File: src/rtl/guess_game_ctrl.sv
// Bulls-and-cows (xAyB) game sequencer: secret entry, multi-cycle guess scoring,
// try counting and win/lose/error status for the display and LED logic.
module guess_game_ctrl #(
  parameter int unsigned MAX_TRIES = 8
) (
  input  logic       CLK,
  input  logic       reset_n,
  input  logic [3:0] iNum1,
  input  logic [3:0] iNum2,
  input  logic [3:0] iNum3,
  input  logic       iNumRdy,
  input  logic       iRestart,
  output logic [1:0] oA,
  output logic [1:0] oB,
  output logic       oResultVld,
  output logic [3:0] oTries,
  output logic       oWin,
  output logic       oLose,
  output logic       oErr,
  output logic [2:0] oState,
  output logic [2:0] oLED
);

  localparam int unsigned DW = 4;  // digit width
  localparam int unsigned CW = 2;  // A/B count width
  localparam int unsigned TW = 4;  // tries width
  localparam int unsigned IW = 2;  // check index width
  localparam int unsigned SW = 3;  // state width

  typedef enum logic [SW-1:0] {
    S_IDLE   = 3'd0,
    S_GUESS  = 3'd1,
    S_CHECK  = 3'd2,
    S_REPORT = 3'd3,
    S_WIN    = 3'd4,
    S_LOSE   = 3'd5
  } state_t;

  state_t        state_q, state_d;
  logic          rdy_q, rdy_d;
  logic [DW-1:0] sec0_q, sec1_q, sec2_q;
  logic [DW-1:0] sec0_d, sec1_d, sec2_d;
  logic [DW-1:0] gs0_q, gs1_q, gs2_q;
  logic [DW-1:0] gs0_d, gs1_d, gs2_d;
  logic [IW-1:0] idx_q, idx_d;
  logic [CW-1:0] acc_a_q, acc_a_d;
  logic [CW-1:0] acc_b_q, acc_b_d;
  logic [CW-1:0] a_q, a_d;
  logic [CW-1:0] b_q, b_d;
  logic          vld_q, vld_d;
  logic [TW-1:0] tries_q, tries_d;
  logic          win_q, win_d;
  logic          lose_q, lose_d;
  logic          err_q, err_d;
  logic [2:0]    led_q, led_d;

  logic          edge_c;
  logic          entry_ok_c;
  logic [DW-1:0] g_c;
  logic [DW-1:0] s_c;
  logic          hit_any_c;
  logic [TW-1:0] tries_inc_c;

  // Entry edge detect, validity check and per-position compare operands
  always_comb begin
    edge_c     = iNumRdy & ~rdy_q;
    entry_ok_c = (iNum1 <= DW'(9)) && (iNum2 <= DW'(9)) && (iNum3 <= DW'(9)) &&
                 (iNum1 != iNum2) && (iNum1 != iNum3) && (iNum2 != iNum3);
    case (idx_q)
      2'd1:    begin g_c = gs1_q; s_c = sec1_q; end
      2'd2:    begin g_c = gs2_q; s_c = sec2_q; end
      default: begin g_c = gs0_q; s_c = sec0_q; end
    endcase
    // Secret digits are distinct, so a non-positional hit means another position
    hit_any_c   = (g_c == sec0_q) || (g_c == sec1_q) || (g_c == sec2_q);
    tries_inc_c = (tries_q == TW'(15)) ? tries_q : tries_q + TW'(1);
  end

  // Next-state and registered-output logic
  always_comb begin
    state_d = state_q;
    rdy_d   = iNumRdy;
    sec0_d  = sec0_q;
    sec1_d  = sec1_q;
    sec2_d  = sec2_q;
    gs0_d   = gs0_q;
    gs1_d   = gs1_q;
    gs2_d   = gs2_q;
    idx_d   = idx_q;
    acc_a_d = acc_a_q;
    acc_b_d = acc_b_q;
    a_d     = a_q;
    b_d     = b_q;
    vld_d   = 1'b0;
    tries_d = tries_q;
    err_d   = 1'b0;

    if (iRestart) begin
      state_d = S_IDLE;
      idx_d   = '0;
      acc_a_d = '0;
      acc_b_d = '0;
      a_d     = '0;
      b_d     = '0;
      tries_d = '0;
    end else begin
      case (state_q)
        S_IDLE: begin
          if (edge_c) begin
            if (entry_ok_c) begin
              sec0_d  = iNum1;
              sec1_d  = iNum2;
              sec2_d  = iNum3;
              tries_d = '0;
              state_d = S_GUESS;
            end else begin
              err_d = 1'b1;
            end
          end
        end
        S_GUESS: begin
          if (edge_c) begin
            if (entry_ok_c) begin
              gs0_d   = iNum1;
              gs1_d   = iNum2;
              gs2_d   = iNum3;
              acc_a_d = '0;
              acc_b_d = '0;
              idx_d   = '0;
              state_d = S_CHECK;
            end else begin
              err_d = 1'b1;
            end
          end
        end
        S_CHECK: begin
          if (g_c == s_c) begin
            acc_a_d = acc_a_q + CW'(1);
          end else if (hit_any_c) begin
            acc_b_d = acc_b_q + CW'(1);
          end
          if (idx_q == IW'(2)) begin
            idx_d   = '0;
            state_d = S_REPORT;
          end else begin
            idx_d = idx_q + IW'(1);
          end
        end
        S_REPORT: begin
          a_d     = acc_a_q;
          b_d     = acc_b_q;
          vld_d   = 1'b1;
          tries_d = tries_inc_c;
          if (acc_a_q == CW'(3)) begin
            state_d = S_WIN;
          end else if (tries_inc_c == TW'(MAX_TRIES)) begin
            state_d = S_LOSE;
          end else begin
            state_d = S_GUESS;
          end
        end
        S_WIN, S_LOSE: begin
          state_d = state_q;
        end
        default: begin
          state_d = S_IDLE;
        end
      endcase
    end

    win_d  = (state_d == S_WIN);
    lose_d = (state_d == S_LOSE);
    led_d  = {lose_d, win_d, state_d == S_GUESS};
  end

  // State and output registers with synchronous active-low reset
  always_ff @(posedge CLK) begin
    if (!reset_n) begin
      state_q <= S_IDLE;
      rdy_q   <= 1'b0;
      sec0_q  <= '0;
      sec1_q  <= '0;
      sec2_q  <= '0;
      gs0_q   <= '0;
      gs1_q   <= '0;
      gs2_q   <= '0;
      idx_q   <= '0;
      acc_a_q <= '0;
      acc_b_q <= '0;
      a_q     <= '0;
      b_q     <= '0;
      vld_q   <= 1'b0;
      tries_q <= '0;
      win_q   <= 1'b0;
      lose_q  <= 1'b0;
      err_q   <= 1'b0;
      led_q   <= '0;
    end else begin
      state_q <= state_d;
      rdy_q   <= rdy_d;
      sec0_q  <= sec0_d;
      sec1_q  <= sec1_d;
      sec2_q  <= sec2_d;
      gs0_q   <= gs0_d;
      gs1_q   <= gs1_d;
      gs2_q   <= gs2_d;
      idx_q   <= idx_d;
      acc_a_q <= acc_a_d;
      acc_b_q <= acc_b_d;
      a_q     <= a_d;
      b_q     <= b_d;
      vld_q   <= vld_d;
      tries_q <= tries_d;
      win_q   <= win_d;
      lose_q  <= lose_d;
      err_q   <= err_d;
      led_q   <= led_d;
    end
  end

  assign oA         = a_q;
  assign oB         = b_q;
  assign oResultVld = vld_q;
  assign oTries     = tries_q;
  assign oWin       = win_q;
  assign oLose      = lose_q;
  assign oErr       = err_q;
  assign oState     = state_q;
  assign oLED       = led_q;

endmodule

File: config.mk
export PLATFORM = sky130hd
export DESIGN_NAME = guess_game_ctrl
export DESIGN_NICKNAME = d
export VERILOG_FILES = /design/src/rtl/guess_game_ctrl.sv
export SDC_FILE = /design/constraint.sdc
export NUM_CORES = 1
export LEC_CHECK = 0
export CELL_PAD_IN_SITES_DETAIL_PLACEMENT = 1
export CELL_PAD_IN_SITES_GLOBAL_PLACEMENT = 2
export CORE_MARGIN = 1.5
export CORE_UTILIZATION = 30
export DETAILED_ROUTE_END_ITERATION = 8
export PLACE_DENSITY_LB_ADDON = 0.08
export SYNTH_ARGS = -nofsm -noshare
export SYNTH_HDL_FRONTEND = slang
export SYNTH_SLANG_ARGS = --single-unit
File: constraint.sdc
create_clock -name CLK -period 2.6 [get_ports CLK]
set_clock_uncertainty 0.15 [all_clocks]
set_input_delay 0.65 -clock CLK [delete_from_list [all_inputs] [get_ports CLK]]
set_output_delay 0.65 -clock CLK [all_outputs]
set_load 0.02 [all_outputs]
Word-level counts from Yosys, hierarchy flattened
Index checks and enable logic that the tools add are counted.
{"block": "totals", "register_bits": 49, "inputBits": 16, "wordCells": 105}
{"block": "classes", "addsub": 4, "n_lt_le_gt_ge": 3, "eq_ne": 27, "muxes": 26, "bitwise_logic": 6, "n_reduce_logical": 20}
{"op": "2-to-1 mux 3 bit", "count": 8}
{"op": "one-hot mux 4 bit (2 select lines)", "count": 3}
{"op": "== test 4 bit", "count": 4}
{"op": "one-hot mux 3 bit (5 select lines)", "count": 1}
{"op": "inequality test 2 bit, second input constant", "count": 7}
{"op": "== test 3 bit, second input constant", "count": 4}
{"op": "<= comparator 4 bit, second input constant", "count": 3}
{"op": "2-to-1 mux 2 bit", "count": 6}
{"op": "2-to-1 mux 4 bit", "count": 3}
{"op": "inequality test 4 bit", "count": 3}
{"op": "one-hot mux 2 bit (2 select lines)", "count": 3}
{"op": "AND reduction 4 bit", "count": 3}
{"op": "== test 4 bit, second input constant", "count": 2}
{"op": "adder 2 x 1 -> 2 bit, second input constant", "count": 3}
{"op": "== test 3 x 1 -> 1 bit, second input constant", "count": 2}
{"op": "== test 3 x 2 -> 1 bit, second input constant", "count": 2}
{"op": "AND reduction 3 bit", "count": 2}
{"op": "OR reduction 2 bit", "count": 3}
{"op": "logical AND 1 bit", "count": 5}
{"op": "NOT 1 bit", "count": 5}
{"op": "AND reduction 5 bit", "count": 1}
{"op": "adder 4 x 1 -> 4 bit, second input constant", "count": 1}
{"op": "== test 2 bit, second input constant", "count": 2}
{"op": "nonzero test 2 bit", "count": 2}
{"op": "other kinds (6)", "count": 8}

Longest topological paths before layout
Gate-level depths: netlist (run 1).
{"block": "depth", "depth_word": 11, "depth_mapped": 9, "mapped_depth_nobuf": 8}

Worst setup path after synthesis (run 1)
OpenSTA, ideal clock, no wires.
{"block": "synth_timing", "kind": "input port to flip-flop", "start": "input port iNum2[1]", "end": "register gs0_q[3]", "arrival_time_ns": 2.019, "required_time_ns": 2.318, "slack_ns": 0.299, "cell_stages": 7, "path_cell_list": "xor2_1 -> nor4_1 -> or2_4 -> or4_4 -> buf_6 -> o21ai_1 -> a21oi_1"}
{"block": "synth_via", "elab_chain_cells": 7, "word_cells_on_any_way": 9}
{"element": "start, declared", "line_no": "9", "source": "input logic [3:0] iNum2,"}
{"element": "<= comparator 4 bit", "line_no": "67", "source": "entry_ok_c = (iNum1 <= DW'(9)) && (iNum2 <= DW'(9)) && (iNum3 <= DW'(9)) &&"}
{"element": "logical AND 1 bit (3 in series)", "line_no": "67"}
{"element": "logical AND 1 bit", "line_no": "68", "source": "(iNum1 != iNum2) && (iNum1 != iNum3) && (iNum2 != iNum3);"}
{"element": "logical AND 1 bit *", "line_no": "68"}
{"element": "AND reduction 4 bit (no source line) *"}
{"element": "end signal, assigned", "line_no": "204", "source": "gs0_q <= gs0_d;"}
{"element": "end, declared", "line_no": "43", "source": "logic [DW-1:0] gs0_q, gs1_q, gs2_q;"}
Mark *: on every way between the ends. The rest lies on a longest branch, timed or not.
A chain may end at the register's enable or synchronous reset.

Worst setup path after layout (run 1)
{"block": "layout_timing", "start": "input port iNum2[0]", "end": "register sec0_q[0]"}
{"block": "layout_via", "elab_chain_cells": 7, "word_cells_on_any_way": 9}
{"element": "<= comparator 4 bit", "line_no": "67"}
{"element": "logical AND 1 bit (3 in series)", "line_no": "67"}
{"element": "logical AND 1 bit", "line_no": "68"}
{"element": "logical AND 1 bit *", "line_no": "68"}
{"element": "AND reduction 4 bit (no source line) *"}
{"element": "end signal, assigned", "line_no": "181", "source": "sec0_q <= '0;"}
{"element": "end signal, assigned", "line_no": "201", "source": "sec0_q <= sec0_d;"}
{"element": "end, declared", "line_no": "41", "source": "logic [DW-1:0] sec0_q, sec1_q, sec2_q;"}
Marked as above.

==> results.sh, run 1 <==
export IMPL_status="finished clean"
export IMPL_end_kind="flop"
export IMPL_worst_r2r_startpoint="idx_q[0]$_SDFFE_PP0P_"
export IMPL_diodes=0
export IMPL_grt_pass1_wl_um=14100
export IMPL_syn_area_sq_mm=0.00280
export IMPL_ir_drop_mv=0.179
export IMPL_crit_slowest_cell="nor4_4"
export IMPL_gp_congestion=0.760
export IMPL_insertion_delay_ns=0.31
export IMPL_dp_hpwl_um=6410
export IMPL_final_util_pct=41.9
export IMPL_grt_usage_pct=18.0
export IMPL_power_frac_clock_pct=32.6
export IMPL_portBuffers=33
export IMPL_setup_violations=0
export IMPL_r2r_slack_ns=0.13
export IMPL_nNetsFinal=416
export IMPL_grt_setup_unrepaired="true"
export IMPL_final_cell_mix="buf_4 (47), dfxtp_1 (45), a21oi_1 (42), nand3_1 (30), xnor2_1 (29)"
export IMPL_synth_area_leader_cell="dfxtp_1"
export IMPL_startpoint_type="input pin"
export IMPL_path_buf_inv=5
export IMPL_layout_cells_most_common="buf_4"
export IMPL_synth_nets=344
export IMPL_drtIter0Drc=112
export IMPL_finalPower_w=0.00140
export IMPL_path_max_fanout=12
export IMPL_dr_pass1_iters=4
export IMPL_tightestPinTransition_ns=0.524
export IMPL_p_per_area_mw_per_mm2=364
export IMPL_ant_nets=0
export IMPL_drc=0
export IMPL_ys_seq_area_share_pct=33.7
export IMPL_crit_path_start="iNum2[0]"
export IMPL_grt_max_degree=37
export IMPL_clk_pin_slew_ns=0.10
export IMPL_dieArea_sq_mm=0.00991
export IMPL_vias_per_cell=5.30
export IMPL_power_switching_w=0.000384
export IMPL_cap_violations=0
export IMPL_met1_usage_pct=27.1
export IMPL_ys_types=55
export IMPL_power_leakage_nw=1.26
export IMPL_hold_violations=0
export IMPL_core_sq_mm=0.00915
export IMPL_die_y_um=99.5
export IMPL_grt_util_met2_pct=27.4
export IMPL_post_route_period_util_pct=97.1
export IMPL_p_seq_share_pct=52.6
export IMPL_path_cells="dlygate4sd2_1 > xor2_1 > nor4_2 > or2_4 > buf_4 > buf_4 > nor4_4 > buf_4 > buf_12 > nand3_1 > a21oi_2"
export IMPL_start_util_pct=30.5
export IMPL_synthCells=323
export IMPL_pin_count=34
export IMPL_syn_avg_cell_area_sq_um=8.65
export IMPL_drt_total_wl_um=8690
export IMPL_netlist_top_cells_area="dfxtp_1 (34%), xnor2_1 (9.1%), a21oi_1 (7.7%), nand3_1 (5.4%), o21ai_2 (5.0%)"
export IMPL_period_minus_slack_ns=2.52
export IMPL_cts_made_buffers=5
export IMPL_drv_slew=0
export IMPL_synth_warning_count=0
export IMPL_swShare_pct=27.5
export IMPL_clock_sinks=47
export IMPL_pwr_share_comb_pct=14.8
export IMPL_required_ns=2.69
export IMPL_yosysTopAreaCellShare_pct=33.7
export IMPL_h_tree_depth=2
export IMPL_use_met3_pct=2.04
export IMPL_max_stage_delay_ns=0.32
export IMPL_cts_buffer_depth=2
export IMPL_power_internal_w=0.00101
export IMPL_min_path_type="reg -> reg"
export IMPL_rows=35
export IMPL_grt_pass1_vias=2608
export IMPL_cp_top_family="buffers and inverters"
export IMPL_synth_seq_cells=47
export IMPL_synthArstFlopShare_pct=0
export IMPL_antenna_found_initial=0
export IMPL_drive_gt1_share_pct=30.3
export IMPL_vias=2688
export IMPL_max_freq_mhz=396
export IMPL_crit_arrival_ns=2.62
export IMPL_cpMostUsedCell="buf_4"
export IMPL_ctsHoldBuffers=0
export IMPL_root_buffer="clkbuf_8"
export IMPL_cts_tree="built"
export IMPL_routedWlPerCell_um=17.1
export IMPL_die_w_um=99.5
export IMPL_worstSetupPathType="in -> reg"
export IMPL_min_from="oA[1]$_SDFFE_PP0P_"
export IMPL_grt_overflow=0
export IMPL_busiest_layer="met2"
export IMPL_synth_edf_count=0
export IMPL_ys_flop_type="dfxtp_1"
export IMPL_syn2layout_area_growth_pct=37.2
export IMPL_slew_headroom_pct=65.0
## area by class of cell
cell class,count,area [sq um]
Clock buffer,5,68.8
Tap cell,111,139
Fill cell,1080,5320
Timing Repair Buffer,85,749
Multi-Input combinational cell,246,1870
Sequential cell,47,946
Clock inverter,3,20.0
Inverter,10,37.5
## state kept, by name, indices dropped and copies added (netlist names)
signal / flops
acc_a_q: 2
acc_b_q: 2
gs0_q: 4
gs1_q: 4
gs2_q: 4
idx_q: 2
oA: 2
oB: 2
oErr: 1
oLED: 2
oLose: 1
oResultVld: 1
oState: 3
oTries: 4
rdy_q: 1
sec0_q: 4
sec1_q: 4
sec2_q: 4
## per-stage QoR
stage                     hold WS (ns)  cells  setup WS (ns)  TNS, ns  instance area [sq um]
after global routing             0.349    507        -0.0831   -0.455                   3830
after global placement           0.298    494         -0.434   -14.66                   3520
after CTS                        0.321    504        0.00265        0                   3710
after floorplan                  0.305    323          0.299        0                   2800
after detailed placement         0.306    494         -0.491   -15.80                   3520
final                            0.313    507         0.0755        0                   3830
## logic make-up (layout without fill, tap and decap cells)
kind of cell	Yosys count	in the layout	share of synthesized area, %
AND/OR/NAND/NOR	91	91	18.8
buffers and inverters	30	103	5.55
XOR/XNOR	37	37	11.6
AO/OA/AOI/OAI	104	104	24.9
multiplexers	9	9	3.22
flip-flops	47	47	33.7
adder cells (fa/ha/maj)	5	5	2.24
## layer usage
metal | routed length [um] | vias up
met1 | 4530 | 1322
met3 | 236 | 7
met2 | 3850 | 34
met5 | 0 | -
li1 | - | 1325
met4 | 80 | 0
## power by group through the flow
| stage | logic, W | registers, W | clock network (W) |
|---|---|---|---|
| detailed placement | 0.000188 | 0.000751 | 0 |
| finish | 0.000207 | 0.000733 | 0.000455 |
| global route | 0.000224 | 0.000734 | 0.000507 |
| global placement | 0.000187 | 0.000750 | 0 |
| CTS | 0.000193 | 0.000734 | 0.000474 |
| floorplan | 0.0000827 | 0.000749 | 0 |
## worst reg2reg max path, cell delays in order, from the launching register on
cell and delay [ns]:
dfxtp_4 0.38, inv_1 0.07, ha_4 0.21, buf_4 0.16, a22oi_4 0.22, xnor2_1 0.11
nor4_2 0.31, nor4_2 0.10, buf_4 0.15, or3_4 0.37, o211ai_1 0.17
## timing repair
| item | 4_1_cts | 5_1_grt |
|---|---|---|
| setup endpoints to repair | 38 | 21 |
| gates resized for setup | 23 | 40 |
| buffers inserted | 1 | 3 |
| gates cloned | 2 | 0 |
| pin swaps | 5 | 15 |
## Yosys cell counts (2+ instances only)
master	number
nor2b_1	3
a221o_2	2
nand2_1	11
nand3_1	30
a41oi_1	2
ha_1	5
nor2_1	10
a31oi_1	4
buf_1	3
buf_2	4
nand4_1	5
dfxtp_1	47
nor3_1	3
or3_1	2
o21ai_2	16
buf_4	2
a21boi_0	8
and2_1	3
o21ai_0	9
a22oi_1	2
a21oi_1	43
mux2i_1	9
a2111oi_0	2
xnor2_1	29
nand2b_1	3
a22oi_2	3
buf_6	4
clkbuf_1	7
o21ai_1	5
nor4_1	6
xor2_1	8
o22ai_1	2
inv_1	9
## worst paths after layout
path | cells past startpoint | end
max | 11 | sec0_q[0]$_SDFFE_PN0P_
max reg2reg | 10 | acc_b_q[1]$_SDFFE_PP0P_
min | 2 | oA[1]$_SDFFE_PP0P_
min reg2reg | 2 | oA[1]$_SDFFE_PP0P_
Power figures use the tool's default switching activity.
==> inputs of run 2 (changes only) <==
--- a/config.mk
+++ b/config.mk
@@ -5,6 +5,7 @@
 export SDC_FILE = /design/constraint.sdc
 export NUM_CORES = 1
 export LEC_CHECK = 0
+export ABC_AREA = 1
 export CELL_PAD_IN_SITES_DETAIL_PLACEMENT = 1
 export CELL_PAD_IN_SITES_GLOBAL_PLACEMENT = 2
 export CORE_MARGIN = 1.5
==> run 2 against run 1 <==
  * Combinational power down 9%
  * Die area down 4.3%
  * Flip-flop and latch count unchanged
  * Final cell count up 18%
  * Via count down 0.78%
  * Non-clock buffer count down 9
  * Largest power group unchanged
  * Fmax up 3.0%
  * Hold slack better by 0.015 ns
  * Setup slack better by 0.075 ns
==> results.sh, run 2 <==
export IMPL_period_minus_slack_ns=2.45
export IMPL_seq_area_sq_um=941
export IMPL_synth_seq_cells=47
export IMPL_n_fill_cell=1151
export IMPL_core_sq_mm=0.00868
export IMPL_insertion_delay_ns=0.31
export IMPL_rows=34
export IMPL_clk_pin_slew_ns=0.10
export IMPL_post_route_period_util_pct=94.2
export IMPL_dp_hpwl_um=6410
export IMPL_dpl_cell_area_sq_mm=0.00340
export IMPL_crit_slowest_cell="clkdlybuf4s50_1"
export IMPL_synth_warning_count=0
export IMPL_worstSetupPathType="in -> reg"
export IMPL_worst_r2r_startpoint="idx_q[1]$_SDFFE_PP0P_"
export IMPL_synth_most_common_cell="nand2_1"
export IMPL_slew_headroom_pct=72.1
export IMPL_cpMostUsedCell="nand2_1"
export IMPL_grt_setup_unrepaired="false"
export IMPL_ys_types=31
export IMPL_vias=2667
export IMPL_cts_made_buffers=5
export IMPL_min_from="oB[1]$_SDFFE_PP0P_"
export IMPL_pin_count=34
export IMPL_drive_gt1_share_pct=17.2
export IMPL_multi_input_area_sq_mm=0.00143
export IMPL_end_kind="flop"
export IMPL_yosysTopAreaCellShare_pct=35.2
export IMPL_netlist_top_cells_count="nand2_1 (132), inv_1 (51), dfxtp_1 (47), nor2_1 (38), a21oi_1 (25)"
export IMPL_grt_pass1_wl_um=13600
export IMPL_drtIter0Drc=77
export IMPL_nNetsFinal=508
export IMPL_syn_area_sq_mm=0.00267
export IMPL_setup_violations=0
export IMPL_cts_buffer_depth=2
export IMPL_grt_usage_pct=17.9
export IMPL_ys_seq_area_share_pct=35.2
export IMPL_cts_tree="built"
export IMPL_synth_nets=437
export IMPL_startpoint_type="input pin"
export IMPL_drt_total_wl_um=7890
export IMPL_grt_pass1_vias=2717
export IMPL_stdcell_area_sq_mm=0.00350
export IMPL_max_stage_delay_ns=0.53
export IMPL_ant_nets=0
export IMPL_min_path_type="reg -> reg"
export IMPL_gp_congestion=0.795
export IMPL_status="finished clean"
export IMPL_ys_flop_type="dfxtp_1"
export IMPL_vias_per_cell=4.47
export IMPL_netlist_top_cells_area="dfxtp_1 (35%), nand2_1 (19%), inv_1 (7.2%), nor2_1 (5.3%), a21oi_1 (4.7%)"
export IMPL_fin_hold_ws_ns=0.328
export IMPL_diodes=0
export IMPL_crit_arrival_ns=2.53
export IMPL_r2r_end="acc_a_q[0]$_SDFFE_PP0P_"
export IMPL_dp_cells=588
export IMPL_drv_slew=0
export IMPL_root_buffer="clkbuf_8"
export IMPL_die_w_um=97.4
export IMPL_start_util_pct=30.8
export IMPL_p_per_area_mw_per_mm2=389
export IMPL_tightestPinTransition_ns=0.418
export IMPL_hold_violations=0
export IMPL_path_buf_inv=3
export IMPL_synthCells=416
export IMPL_min_to="oB[1]$_SDFFE_PP0P_"
export IMPL_cap_violations=0
export IMPL_path_max_fanout=4
export IMPL_die_y_um=97.4
export IMPL_clock_sinks=47
export IMPL_r2r_slack_ns=0.25
export IMPL_ir_drop_mv=0.169
export IMPL_reg2reg_depth=13
export IMPL_routedWlPerCell_um=13.2
export IMPL_grt_max_degree=25
export IMPL_tns_ns=0
export IMPL_drc=0
export IMPL_syn2layout_area_growth_pct=31.1
export IMPL_post_cts_buffers=0
export IMPL_required_ns=2.68
export IMPL_h_tree_depth=2
export IMPL_portBuffers=33
export IMPL_layoutNonFillerInstCount=596
export IMPL_final_cell_mix="nand2_1 (132), inv_1 (50), dfxtp_1 (47), buf_4 (41), nor2_1 (38)"
export IMPL_synth_edf_count=0
export IMPL_synthArstFlopShare_pct=0
export IMPL_path_cells="clkdlybuf4s50_1 > inv_2 > nand2_1 > nand2_1 > nor2_1 > nand2_1 > nand2_2 > nor2_4 > nand2_2 > nor2_4 > buf_4 > nor3_1 > nand2_1 > nand3_1 > nor2_1"
export IMPL_antenna_found_initial=0
export IMPL_synth_area_leader_cell="dfxtp_1"
export IMPL_max_freq_mhz=408
export IMPL_power_leakage_nw=1.64
export IMPL_whs_path_depth=2
export IMPL_layout_cells_most_common="nand2_1"
export IMPL_dr_pass1_iters=4
export IMPL_dieArea_sq_mm=0.00948
export IMPL_cp_top_family="simple AND/OR/NAND/NOR gates"
export IMPL_syn_avg_cell_area_sq_um=6.42
export IMPL_grt_overflow=0
==> run 2: logic make-up (layout without fill, tap and decap cells) <==
group / count (synthesis) / after routing / share of synthesized area [%]
buf+inv: 70 / 142 / 11.3
xor+xnor: 5 / 5 / 1.64
flops: 47 / 47 / 35.2
fa+ha+maj: 5 / 5 / 2.34
simple gates: 214 / 214 / 34.1
compound gates: 75 / 75 / 15.4
==> run 2: layout make-up <==
class                      instances  share of cell area (%)
clock buffer                       5                    1.96
clock inverter                     3                   0.572
inverter                          58                    6.22
sequential                        47                    26.9
tap                              108                    3.86
multi-input combinational        299                    40.9
timing repair buffer              76                    19.6
==> run 2: worst min-delay path, cell delays in order, from the launching register on <==
cell	delay [ns]
dfxtp_1	0.32
nand2_1	0.06
a21oi_1	0.06
==> run 2: report_power, final <==
part	internal (W)	switching [W]
clock	0.000187	0.000255
combinational	0.0000859	0.000102
sequential	0.000727	0.00000562
total	0.00100	0.000363
==> run 2: layer usage <==
metal	GRT usage (%)	routed length, um	share of wire (%)	up-vias
met5	0	0	0	-
met4	5.49	119	1.5	0
met3	2.23	117	1.5	9
met2	26.3	3270	41	25
met1	27.0	4390	56	1197
li1	-	-	-	1436
==> run 2: how the worst max path moves through the flow <==
stage / from / end / slack (ns) / cells after the start
after floorplan: iNum1[2] / sec0_q[2]$_SDFFE_PN0P_ / 0.64 / 11
after global placement: iNum2[3] / oLED[0]$_SDFF_PN0_ / -0.24 / 15
after detailed placement: iNum2[3] / oLED[0]$_SDFF_PN0_ / -0.25 / 15
after CTS: iNum3[3] / oLED[0]$_SDFF_PN0_ / 0.09 / 15
after global routing: iNum2[0] / oLED[0]$_SDFF_PN0_ / 0.005 / 15
final: iNum2[0] / oLED[0]$_SDFF_PN0_ / 0.15 / 15
==> run 2: per-stage QoR <==
stage / setup WS [ns] / power [W] / util (%)
floorplan: 0.640 / 0.000836 / -
detailed placement: -0.247 / 0.000940 / 39.2
CTS: 0.0872 / 0.00139 / 40.2
global route: 0.00483 / 0.00144 / 40.4
global placement: -0.240 / 0.000938 / 39.2
finish: 0.150 / 0.00136 / 40.4
==> run 2: what timing repair did <==
action                                  CTS  global route
endpoints found under the setup margin    0             6
resized for setup                         0             6
hold buffers                              0             0
==> inputs of run 3 (changes only) <==
--- a/config.mk
+++ b/config.mk
@@ -12,6 +12,7 @@
 export CORE_UTILIZATION = 30
 export DETAILED_ROUTE_END_ITERATION = 8
 export PLACE_DENSITY_LB_ADDON = 0.08
+export SLEW_MARGIN = 20
 export SYNTH_ARGS = -nofsm -noshare
 export SYNTH_HDL_FRONTEND = slang
 export SYNTH_SLANG_ARGS = --single-unit
==> results of run 3 <==
Final layout, timing and power as in run 2 (identical DEF).
